**src/rtl/pipe_pkg.sv**
```systemverilog
// Shared types for the pipeline hazard controller: FSM states, forwarding
// selects and the bundle of buffer strobes the controller drives.
package pipe_pkg;

    localparam int REG_AW_DEFAULT = 4;

    typedef enum logic [1:0] {
        RUN      = 2'd0,
        MEM_WAIT = 2'd1,
        HALT     = 2'd2
    } ctrl_state_t;

    typedef enum logic [1:0] {
        FWD_RF  = 2'b00,
        FWD_WB  = 2'b01,
        FWD_MEM = 2'b10
    } fwd_sel_t;

    typedef struct packed {
        logic pc_load;
        logic fd_load;
        logic de_load;
        logic em_load;
        logic mw_load;
        logic fd_flush;
        logic de_flush;
        logic em_flush;
    } strobe_t;

    localparam strobe_t STROBE_FREEZE = '0;
    localparam strobe_t STROBE_RESET  = '{1'b0, 1'b0, 1'b0, 1'b0, 1'b0, 1'b1, 1'b1, 1'b1};

    // Strobes for a cycle in which the pipeline is free to move: a taken branch
    // squashes the decode instruction, so it outranks a load-use bubble.
    function automatic strobe_t run_strobes(input logic pc_src, input logic load_use);
        strobe_t s;
        s = '0;
        if (pc_src) begin
            s.pc_load  = 1'b1;
            s.fd_flush = 1'b1;
            s.de_flush = 1'b1;
            s.em_load  = 1'b1;
            s.mw_load  = 1'b1;
        end else if (load_use) begin
            s.de_flush = 1'b1;
            s.em_load  = 1'b1;
            s.mw_load  = 1'b1;
        end else begin
            s.pc_load = 1'b1;
            s.fd_load = 1'b1;
            s.de_load = 1'b1;
            s.em_load = 1'b1;
            s.mw_load = 1'b1;
        end
        return s;
    endfunction

endpackage

```
**src/rtl/pipeline_hazard_ctrl_if.sv**
```systemverilog
// Bundle between the pipeline datapath and its hazard controller.
// master = controller side, slave = datapath side.
interface pipeline_hazard_ctrl_if
    import pipe_pkg::*;
#(
    parameter int REG_AW = REG_AW_DEFAULT,
    parameter int CNT_W  = 16
);
    logic [REG_AW-1:0] id_rs1;
    logic [REG_AW-1:0] id_rs2;
    logic              id_use1;
    logic              id_use2;
    logic [REG_AW-1:0] ex_rs1;
    logic [REG_AW-1:0] ex_rs2;
    logic [REG_AW-1:0] ex_rd;
    logic              ex_reg_write;
    logic              ex_mem_to_reg;
    logic              ex_pc_src;
    logic [REG_AW-1:0] mem_rd;
    logic              mem_reg_write;
    logic [REG_AW-1:0] wb_rd;
    logic              wb_reg_write;
    logic              mem_req;
    logic              mem_ready;

    fwd_sel_t          fwd_a;
    fwd_sel_t          fwd_b;
    logic              pc_load;
    logic              fd_load;
    logic              de_load;
    logic              em_load;
    logic              mw_load;
    logic              fd_flush;
    logic              de_flush;
    logic              em_flush;
    logic              halted;
    logic [CNT_W-1:0]  stall_count;

    modport master (
        input  id_rs1, id_rs2, id_use1, id_use2,
        input  ex_rs1, ex_rs2, ex_rd, ex_reg_write, ex_mem_to_reg, ex_pc_src,
        input  mem_rd, mem_reg_write, wb_rd, wb_reg_write, mem_req, mem_ready,
        output fwd_a, fwd_b, pc_load, fd_load, de_load, em_load, mw_load,
        output fd_flush, de_flush, em_flush, halted, stall_count
    );

    modport slave (
        output id_rs1, id_rs2, id_use1, id_use2,
        output ex_rs1, ex_rs2, ex_rd, ex_reg_write, ex_mem_to_reg, ex_pc_src,
        output mem_rd, mem_reg_write, wb_rd, wb_reg_write, mem_req, mem_ready,
        input  fwd_a, fwd_b, pc_load, fd_load, de_load, em_load, mw_load,
        input  fd_flush, de_flush, em_flush, halted, stall_count
    );

endinterface

```
**src/rtl/pipeline_hazard_ctrl_fwd.sv**
```systemverilog
// Execute-stage operand forwarding compare; the younger (mem-stage) result
// always wins over the writeback result.
module fwd_unit
    import pipe_pkg::*;
#(
    parameter int REG_AW = REG_AW_DEFAULT
) (
    input  logic [REG_AW-1:0] ex_rs1,
    input  logic [REG_AW-1:0] ex_rs2,
    input  logic [REG_AW-1:0] mem_rd,
    input  logic              mem_reg_write,
    input  logic [REG_AW-1:0] wb_rd,
    input  logic              wb_reg_write,
    output fwd_sel_t          fwd_a,
    output fwd_sel_t          fwd_b
);

    // Register 0 is not special here: the datapath owns any hardwired-zero rule.
    function automatic fwd_sel_t select_src(input logic [REG_AW-1:0] rs);
        if (mem_reg_write && (mem_rd == rs)) begin
            return FWD_MEM;
        end else if (wb_reg_write && (wb_rd == rs)) begin
            return FWD_WB;
        end
        return FWD_RF;
    endfunction

    assign fwd_a = select_src(ex_rs1);
    assign fwd_b = select_src(ex_rs2);

endmodule

```
**src/rtl/pipeline_hazard_ctrl.sv**
```systemverilog
// Hazard controller for the 4-buffer pipeline: buffer load/flush strobes,
// load-use bubbles, branch squash, memory-wait freeze and timeout halt.
module pipeline_hazard_ctrl
    import pipe_pkg::*;
#(
    parameter int REG_AW      = REG_AW_DEFAULT,
    parameter int CNT_W       = 16,
    parameter int MEM_TIMEOUT = 64
) (
    input  logic                   clk,
    input  logic                   reset,
    pipeline_hazard_ctrl_if.master bus
);

    localparam int                WAIT_W      = $clog2(MEM_TIMEOUT + 1);
    localparam logic [WAIT_W-1:0] TIMEOUT_CNT = WAIT_W'(MEM_TIMEOUT);
    localparam logic [CNT_W-1:0]  CNT_MAX     = '1;

    ctrl_state_t       state_q, state_d;
    logic [WAIT_W-1:0] wait_cnt_q, wait_cnt_d;
    logic [CNT_W-1:0]  stall_cnt_q, stall_cnt_d;
    fwd_sel_t          fwd_a_raw, fwd_b_raw;
    logic              load_use;
    strobe_t           strobes;

    fwd_unit #(
        .REG_AW (REG_AW)
    ) u_fwd (
        .ex_rs1        (bus.ex_rs1),
        .ex_rs2        (bus.ex_rs2),
        .mem_rd        (bus.mem_rd),
        .mem_reg_write (bus.mem_reg_write),
        .wb_rd         (bus.wb_rd),
        .wb_reg_write  (bus.wb_reg_write),
        .fwd_a         (fwd_a_raw),
        .fwd_b         (fwd_b_raw)
    );

    assign load_use = bus.ex_mem_to_reg && bus.ex_reg_write &&
                      ((bus.id_use1 && (bus.id_rs1 == bus.ex_rd)) ||
                       (bus.id_use2 && (bus.id_rs2 == bus.ex_rd)));

    always_comb begin
        // NOTE: every value written here gets a default first, so no path can infer a latch.
        state_d     = state_q;
        wait_cnt_d  = wait_cnt_q;
        stall_cnt_d = stall_cnt_q;
        strobes     = STROBE_FREEZE;

        // NOTE: reset is synchronous, so it is folded into the next-state logic rather than the flop sensitivity.
        if (reset) begin
            state_d     = RUN;
            wait_cnt_d  = '0;
            stall_cnt_d = '0;
            strobes     = STROBE_RESET;
        end else begin
            unique case (state_q)
                RUN: begin
                    if (bus.mem_req && !bus.mem_ready) begin
                        state_d    = MEM_WAIT;
                        wait_cnt_d = WAIT_W'(1);
                    end else begin
                        strobes = run_strobes(bus.ex_pc_src, load_use);
                    end
                end
                MEM_WAIT: begin
                    if (bus.mem_ready) begin
                        strobes    = run_strobes(bus.ex_pc_src, load_use);
                        state_d    = RUN;
                        wait_cnt_d = '0;
                    end else begin
                        wait_cnt_d = wait_cnt_q + WAIT_W'(1);
                        if (wait_cnt_d == TIMEOUT_CNT) begin
                            state_d = HALT;
                        end
                    end
                end
                HALT: begin
                    state_d = HALT;
                end
                default: begin
                    state_d = RUN;
                end
            endcase

            // A held PC is a lost issue slot; a halted pipe is not counted.
            if ((state_q != HALT) && !strobes.pc_load && (stall_cnt_q != CNT_MAX)) begin
                stall_cnt_d = stall_cnt_q + CNT_W'(1);
            end
        end
    end

    // NOTE: sequential state uses non-blocking assignments so every flop samples pre-edge values.
    always_ff @(posedge clk) begin
        state_q     <= state_d;
        wait_cnt_q  <= wait_cnt_d;
        stall_cnt_q <= stall_cnt_d;
    end

    assign bus.fwd_a       = reset ? FWD_RF : fwd_a_raw;
    assign bus.fwd_b       = reset ? FWD_RF : fwd_b_raw;
    assign bus.pc_load     = strobes.pc_load;
    assign bus.fd_load     = strobes.fd_load;
    assign bus.de_load     = strobes.de_load;
    assign bus.em_load     = strobes.em_load;
    assign bus.mw_load     = strobes.mw_load;
    assign bus.fd_flush    = strobes.fd_flush;
    assign bus.de_flush    = strobes.de_flush;
    assign bus.em_flush    = strobes.em_flush;
    assign bus.halted      = (state_q == HALT);
    assign bus.stall_count = stall_cnt_q;

endmodule

```
**src/flat_wrapper.sv**
```systemverilog
// flat-port wrapper written by rule: the top's interface ports become plain ports
module pipeline_hazard_ctrl_flat import pipe_pkg::*;
#(
    parameter int REG_AW      = REG_AW_DEFAULT,
    parameter int CNT_W       = 16,
    parameter int MEM_TIMEOUT = 64
)
  (clk, reset, bus_id_rs1, bus_id_rs2, bus_id_use1, bus_id_use2, bus_ex_rs1, bus_ex_rs2, bus_ex_rd, bus_ex_reg_write, bus_ex_mem_to_reg, bus_ex_pc_src, bus_mem_rd, bus_mem_reg_write, bus_wb_rd, bus_wb_reg_write, bus_mem_req, bus_mem_ready, bus_fwd_a, bus_fwd_b, bus_pc_load, bus_fd_load, bus_de_load, bus_em_load, bus_mw_load, bus_fd_flush, bus_de_flush, bus_em_flush, bus_halted, bus_stall_count);
  pipeline_hazard_ctrl_if #(.REG_AW(REG_AW), .CNT_W(CNT_W)) bus_i ();
  input  logic clk;
  input  logic reset;
  input wire logic [$bits(bus_i.id_rs1)-1:0] bus_id_rs1;
  input wire logic [$bits(bus_i.id_rs2)-1:0] bus_id_rs2;
  input wire logic [$bits(bus_i.id_use1)-1:0] bus_id_use1;
  input wire logic [$bits(bus_i.id_use2)-1:0] bus_id_use2;
  input wire logic [$bits(bus_i.ex_rs1)-1:0] bus_ex_rs1;
  input wire logic [$bits(bus_i.ex_rs2)-1:0] bus_ex_rs2;
  input wire logic [$bits(bus_i.ex_rd)-1:0] bus_ex_rd;
  input wire logic [$bits(bus_i.ex_reg_write)-1:0] bus_ex_reg_write;
  input wire logic [$bits(bus_i.ex_mem_to_reg)-1:0] bus_ex_mem_to_reg;
  input wire logic [$bits(bus_i.ex_pc_src)-1:0] bus_ex_pc_src;
  input wire logic [$bits(bus_i.mem_rd)-1:0] bus_mem_rd;
  input wire logic [$bits(bus_i.mem_reg_write)-1:0] bus_mem_reg_write;
  input wire logic [$bits(bus_i.wb_rd)-1:0] bus_wb_rd;
  input wire logic [$bits(bus_i.wb_reg_write)-1:0] bus_wb_reg_write;
  input wire logic [$bits(bus_i.mem_req)-1:0] bus_mem_req;
  input wire logic [$bits(bus_i.mem_ready)-1:0] bus_mem_ready;
  output wire logic [$bits(bus_i.fwd_a)-1:0] bus_fwd_a;
  output wire logic [$bits(bus_i.fwd_b)-1:0] bus_fwd_b;
  output wire logic [$bits(bus_i.pc_load)-1:0] bus_pc_load;
  output wire logic [$bits(bus_i.fd_load)-1:0] bus_fd_load;
  output wire logic [$bits(bus_i.de_load)-1:0] bus_de_load;
  output wire logic [$bits(bus_i.em_load)-1:0] bus_em_load;
  output wire logic [$bits(bus_i.mw_load)-1:0] bus_mw_load;
  output wire logic [$bits(bus_i.fd_flush)-1:0] bus_fd_flush;
  output wire logic [$bits(bus_i.de_flush)-1:0] bus_de_flush;
  output wire logic [$bits(bus_i.em_flush)-1:0] bus_em_flush;
  output wire logic [$bits(bus_i.halted)-1:0] bus_halted;
  output wire logic [$bits(bus_i.stall_count)-1:0] bus_stall_count;
  assign bus_i.id_rs1 = bus_id_rs1;
  assign bus_i.id_rs2 = bus_id_rs2;
  assign bus_i.id_use1 = bus_id_use1;
  assign bus_i.id_use2 = bus_id_use2;
  assign bus_i.ex_rs1 = bus_ex_rs1;
  assign bus_i.ex_rs2 = bus_ex_rs2;
  assign bus_i.ex_rd = bus_ex_rd;
  assign bus_i.ex_reg_write = bus_ex_reg_write;
  assign bus_i.ex_mem_to_reg = bus_ex_mem_to_reg;
  assign bus_i.ex_pc_src = bus_ex_pc_src;
  assign bus_i.mem_rd = bus_mem_rd;
  assign bus_i.mem_reg_write = bus_mem_reg_write;
  assign bus_i.wb_rd = bus_wb_rd;
  assign bus_i.wb_reg_write = bus_wb_reg_write;
  assign bus_i.mem_req = bus_mem_req;
  assign bus_i.mem_ready = bus_mem_ready;
  assign bus_fwd_a = bus_i.fwd_a;
  assign bus_fwd_b = bus_i.fwd_b;
  assign bus_pc_load = bus_i.pc_load;
  assign bus_fd_load = bus_i.fd_load;
  assign bus_de_load = bus_i.de_load;
  assign bus_em_load = bus_i.em_load;
  assign bus_mw_load = bus_i.mw_load;
  assign bus_fd_flush = bus_i.fd_flush;
  assign bus_de_flush = bus_i.de_flush;
  assign bus_em_flush = bus_i.em_flush;
  assign bus_halted = bus_i.halted;
  assign bus_stall_count = bus_i.stall_count;
  pipeline_hazard_ctrl #(.REG_AW(REG_AW), .CNT_W(CNT_W), .MEM_TIMEOUT(MEM_TIMEOUT)) u_core (.clk(clk), .reset(reset), .bus(bus_i));
endmodule
```
**config.mk**
```make
export PLATFORM = sky130hd
export DESIGN_NAME = pipeline_hazard_ctrl_flat
export DESIGN_NICKNAME = d
export VERILOG_FILES = /design/src/rtl/pipe_pkg.sv /design/src/rtl/pipeline_hazard_ctrl_if.sv /design/src/rtl/pipeline_hazard_ctrl_fwd.sv /design/src/rtl/pipeline_hazard_ctrl.sv /design/src/flat_wrapper.sv
export SDC_FILE = /design/constraint.sdc
export NUM_CORES = 1
export LEC_CHECK = 0
export ABC_AREA = 1
export CORE_ASPECT_RATIO = 0.8
export CORE_MARGIN = 2
export CORE_UTILIZATION = 46
export CTS_BUF_LIST = sky130_fd_sc_hd__clkbuf_8
export DETAILED_ROUTE_END_ITERATION = 10
export GPL_ROUTABILITY_DRIVEN = 0
export GPL_TIMING_DRIVEN = 0
export PLACE_DENSITY = 0.81
export SETUP_SLACK_MARGIN = 0.3
export SYNTH_ARGS = -nofsm -noshare
export SYNTH_HDL_FRONTEND = slang
export SYNTH_SLANG_ARGS = --single-unit
```
**constraint.sdc**
```tcl
create_clock -name clk -period 2.05 [get_ports clk]
set_input_delay 0.3075 -clock clk [delete_from_list [all_inputs] [get_ports clk]]
set_output_delay 0.3075 -clock clk [all_outputs]
set_load 0.05 [all_outputs]
```
# Word-level counts from Yosys, hierarchy flattened
# Index checks and enable logic that the tools add are counted.
[classes] addsub=2 n_eq_ne=13 mux=30 reduce_logical=18
[op_table] op="$mux W8" n=4
[op_table] op="$eq A4 B4 Y1" n=6
[op_table] op="$mux W2" n=12
[op_table] op="$add A16 B1 Y16 const B" n=1
[op_table] op="$ne A16 B16 Y1 const B" n=1
[op_table] op="$pmux W8 S2" n=1
[op_table] op="$mux W7" n=2
[op_table] op="$pmux W7 S2" n=1
[op_table] op="$logic_and A1 B1 Y1" n=11
[op_table] op="$mux W1" n=8
[op_table] op="$add A7 B1 Y7 const B" n=1
[op_table] op="$eq A7 B7 Y1 const B" n=1
[op_table] op="$pmux W2 S3" n=1
[op_table] op="$reduce_and A2 Y1" n=2
[op_table] op="$mux W3" n=1
[op_table] op="$ne A3 B2 Y1 const B" n=1
[op_table] op="$eq A2 B1 Y1 const B" n=1
[op_table] op="$eq A2 B2 Y1 const B" n=1
[op_table] op="$logic_not A1 Y1" n=2
[op_table] op="$logic_not A2 Y1" n=1
[op_table] op="$ne A2 B1 Y1 const B" n=1
[op_table] op="$ne A2 B2 Y1 const B" n=1
[op_table] op="$reduce_bool A2 Y1" n=1
[op_table] op="$logic_or A1 B1 Y1" n=1
[word_totals] ff_bits=25 input_bits=39 out_inout_bits=29 wordCells=66

# Logic depth before layout (Yosys ltp)
[logic_depth] word_depth=12 ltp_mapped=12 depth_no_buf=11

# Modules after synthesis
# From an unflattened synthesis, not the netlist that was laid out.
[hier_totals] hier_cells=323 hier_area_um2=2020.7
[by_module_without_submodules] module="pipeline_hazard_ctrl" instances=1 cells_per_inst=258 area_each_um2=1731.7 seq_area_each_um2=500.5
[by_module_without_submodules] module="fwd_unit" instances=1 cells_per_inst=65 area_each_um2=289.0 seq_area_each_um2=0.0

# Worst setup path after synthesis
# Ideal clock, no wire load.
[synth_timing] kind="input to output" from="input bus_id_rs2[2]" to="output bus_fd_load" arrival_ns=2.208 required_ns=1.742 path_slack_ns=-0.466 stages=10 n_path_buf=1 path_cell_list="nand2_1 clkinv_1 nor2_1 nor2_1 nand3_1 nand2_1 nand2_1 nand2_1 nor3_1 buf_4"
[synth_between] elab_chain_cells=10 word_cells_on_any_way=11 classes_between="eq/ne: 1; mux: 7; reduce/logical: 3"
[synth_rtl] element="from (decl)" line="flat_wrapper.sv:13" rtl="input wire logic [$bits(bus_i.id_rs2)-1:0] bus_id_rs2;"
[synth_rtl] element="$eq A4 B4 Y1 *" line="pipeline_hazard_ctrl.sv:41" rtl="(bus.id_use2 && (bus.id_rs2 == bus.ex_rd)));"
[synth_rtl] element="$logic_and A1 B1 Y1 *" line="pipeline_hazard_ctrl.sv:41"
[synth_rtl] element="$logic_or A1 B1 Y1 *" line="pipeline_hazard_ctrl.sv:40" rtl="((bus.id_use1 && (bus.id_rs1 == bus.ex_rd)) ||"
[synth_rtl] element="$logic_and A1 B1 Y1 *" line="pipeline_hazard_ctrl.sv:39" rtl="assign load_use = bus.ex_mem_to_reg && bus.ex_reg_write &&"
[synth_rtl] element="$mux W3 *" line="pipe_pkg.sv:44" rtl="end else if (load_use) begin"
[synth_rtl] element="$mux W2 *" line="pipe_pkg.sv:38" rtl="if (pc_src) begin"
[synth_rtl] element="$mux W8 (on tied branches)" line="pipeline_hazard_ctrl.sv:67, pipeline_hazard_ctrl.sv:59"
[synth_rtl] element="$pmux W8 S2 *" line="pipeline_hazard_ctrl.sv:57" rtl="unique case (state_q)"
[synth_rtl] element="$mux W8 * (2 in a row)" line="pipeline_hazard_ctrl.sv:51" rtl="if (reset) begin"
[synth_rtl] element="to (decl)" line="flat_wrapper.sv:31" rtl="output wire logic [$bits(bus_i.fd_load)-1:0] bus_fd_load;"
# Mark *: on every way between the ends. The rest lies on a longest branch, timed or not. The select of a mux whose other input is x is not followed.

# Worst setup path after layout
[layout_timing] from="register u_core.state_q[0]" to="output bus_pc_load"
[layout_between] elab_chain_cells=4 word_cells_on_any_way=5 classes_between="eq/ne: 1; mux: 3; reduce/logical: 1"
[layout_rtl] element="from (decl)" line="pipeline_hazard_ctrl.sv:19" rtl="ctrl_state_t state_q, state_d;"
[layout_rtl] element="from (signal assigned)" line="pipeline_hazard_ctrl.sv:95" rtl="state_q <= state_d;"
[layout_rtl] element="$eq A2 B1 Y1 / $logic_not A2 Y1 (equally long branches)" line="pipeline_hazard_ctrl.sv:57"
[layout_rtl] element="$pmux W8 S2 *" line="pipeline_hazard_ctrl.sv:57"
[layout_rtl] element="$mux W8 * (2 in a row)" line="pipeline_hazard_ctrl.sv:51"
[layout_rtl] element="to (decl)" line="flat_wrapper.sv:30" rtl="output wire logic [$bits(bus_i.pc_load)-1:0] bus_pc_load;"
# Marks and branches as above.

==> run metrics <==
post-synthesis sequential area ratio 26.46%; CTS hold repair buffers 0; Netlist Area Pre-Place around 1900 um^2; Critical Path RT around 1.7 ns; synthesized flop and latch total 25; largest net degree at the start of global routing 15; Arr. time, crit path approximately 1.5 ns; max frequency 562.0 MHz; Critical Path Sink Type output port; max-cap viol count 0; Initial DRC Count around 160; Hold Crit Class primary input to flop; PnR worst setup slack between 0.2 and 0.3 ns; GR Util All Layers 27.58%; Hold Violations, Final 0; Syn. warnings 0; Initial Util between 40% and 50%; first-pass GRT wire length 9867 um; Initial DRT Pass Iterations 4; final setup TNS 0 ns; Synth Instances 304; root buffer cell clkbuf_8; Fin Clk Skew 0.01204 ns; final core area utilization 77.39%; min cycle time layout 1.779 ns; initial antenna violation count 0; Pint a little over 800 uW; Longest Clk Path Bufs 2; row count 20; post-synth top area cell dfxtp_1; Clock Latency Late Sink approximately 0.28 ns; power consumption 1.228 mW; FILL cells 306; Die ar. 4645 um^2; hold slack 0.4310 ns; area grow syn2layout 58.66%; # nets final 434; syn nets 346; share of cells above drive strength 1 29.67%; placed wire-length estimate 4270 um; Die X-Extent between 70 and 80 um; Syn Area/Cell 6.223 um^2; dpl cells 426; Post-synth top flop dfxtp_1; CTS sink count 25; combinational share of power 34.9%; number of I/O port buffers 67; Vias/cell ~5.3; Die Height 61.36 um; Slew Limit Fails 0; placed inst area 2711 um^2; total CTS buffers 3; Congestion Overflow GR 0; Unique masters post-synth 29; total number of vias 2349; final instance area 3002 um^2; kind of critical path flop to output port; LEAKAGE 1.380 nW; DRC Markers 0; VDD IR max 0.2901 mV; vias in the first global route 2256; diode count 0; CTS H-tree lvls 1; Switching Share 34.09%; Reg clk slew, reported paths 0.10 ns; Async S/R FF share, synth 0%; Routed wire per std cell 13.76 um; Startpoint Class flop; top-count cell post-synth nand2_1; CTS tree built; Finished Layout Cells 446; Slew @ Worst Pin 0.5484 ns; clock share of power 24.4%; Post-synth EDFFs 0; post-route antenna net violation count 0; top post-synthesis cells by area dfxtp_1 26%, nand2_1 16%, inv_1 8.1%; CP Max Fanout 3; Core Box Area 3879 um^2; Rel. slew slack 63.30%; DRT Wirelength 6139 um; Switch Pwr ~420 uW; Cell Pwr Density 409.0 nW/um^2; I/O pins 68; period utilization 86.79%; RSZ-0062 raised after global routing true; outcome completed; Synth top area share 26.46%; Placement Setup Slack -0.9728 ns; setup violators final 0; Sequential Power Share 40.7%; Post-synth top cells 80 x nand2_1, 41 x inv_1, 35 x nor2_1
[power groups by stage]
stage	Sequential (mW)	Combinational (mW)	Clock, mW
floorplan	0.520	0.193	0
global placement	0.512	0.346	0
detailed placement	0.513	0.350	0
CTS	0.501	0.384	0.299
global route	0.500	0.461	0.320
finish	0.499	0.429	0.300
[path summary, 6_finish.rpt]
check | start | endpoint | slack (ns) | cells after the start
setup reg to reg | u_core.bus.stall_count[1] | u_core.bus.stall_count[11] | 0.31 | 10
hold / removal | reset | u_core.bus.stall_count[4] | 0.43 | 3
hold reg to reg | u_core.bus.stall_count[12] | u_core.bus.stall_count[12] | 0.49 | 2
setup / recovery | u_core.state_q[0] | bus_pc_load | 0.27 | 7
[sequential cells by signal, summed over array words and instances (netlist names)]
| register | cells |
|---|---|
| u_core.state_q | 2 |
| u_core.bus.stall_count | 16 |
| u_core.wait_cnt_q | 7 |
[placed cells by master (no fill, tap or decap), types with 11 or more instances in the layout]
cell,count
nand2_1,72
a21oi_1,23
dfxtp_1,12
buf_4,18
dfxtp_2,11
inv_2,11
nand3_1,11
inv_1,31
xor2_1,14
dlygate4sd2_1,35
nand4_1,21
nor2_1,25
[final cells by class]
cell class / count / area (um^2) / area share (%)
multi-input combinational: 226 / 1378 / 45.89
timing repair buffer: 83 / 723.2 / 24.09
buffer: 10 / 102.6 / 3.418
inverter: 43 / 161.4 / 5.377
clock inverter: 1 / 5.005 / 0.1667
tap: 55 / 68.82 / 2.293
sequential: 25 / 521.8 / 17.38
clock buffer: 3 / 41.29 / 1.376
[worst max-delay path: stages (launching register included)]
cell and delay (ns):
dfxtp_2 0.33, o21bai_1 0.11, and2_4 0.18, buf_12 0.11, nand2_8 0.04, buf_8 0.13, a21oi_4 0.15, buf_8 0.15
[cells by family (layout without fill, tap and decap cells)]
family / count (synthesis) / in the layout / synth area share, %
adders and majority gates: 3 / 3 / 1.984
and+or+nand+nor: 161 / 161 / 37.70
buffers and inverters: 53 / 140 / 11.84
AOI/OAI and AO/OA: 40 / 40 / 11.84
xor gates and xnor gates: 22 / 22 / 10.19
DFF: 25 / 25 / 26.46
[repair_timing]
action                                 in CTS  in global routing
pin swaps                                  31                 20
cloned                                      1                  0
setup endpoints to repair                  45                 26
endpoints found under the hold margin       0                  0
setup buffers                               7                  8
resized for setup                         190                 42
[per-layer routing]
| metal | global-route usage [%] | wire [um] |
|---|---|---|
| met1 | 38.13 | 2818 |
| met2 | 44.72 | 2821 |
| met3 | 5.074 | 428 |
| met4 | 7.018 | 71 |
| met5 | 0 | 0 |
Note: power is estimated with default switching activity, not from simulation.
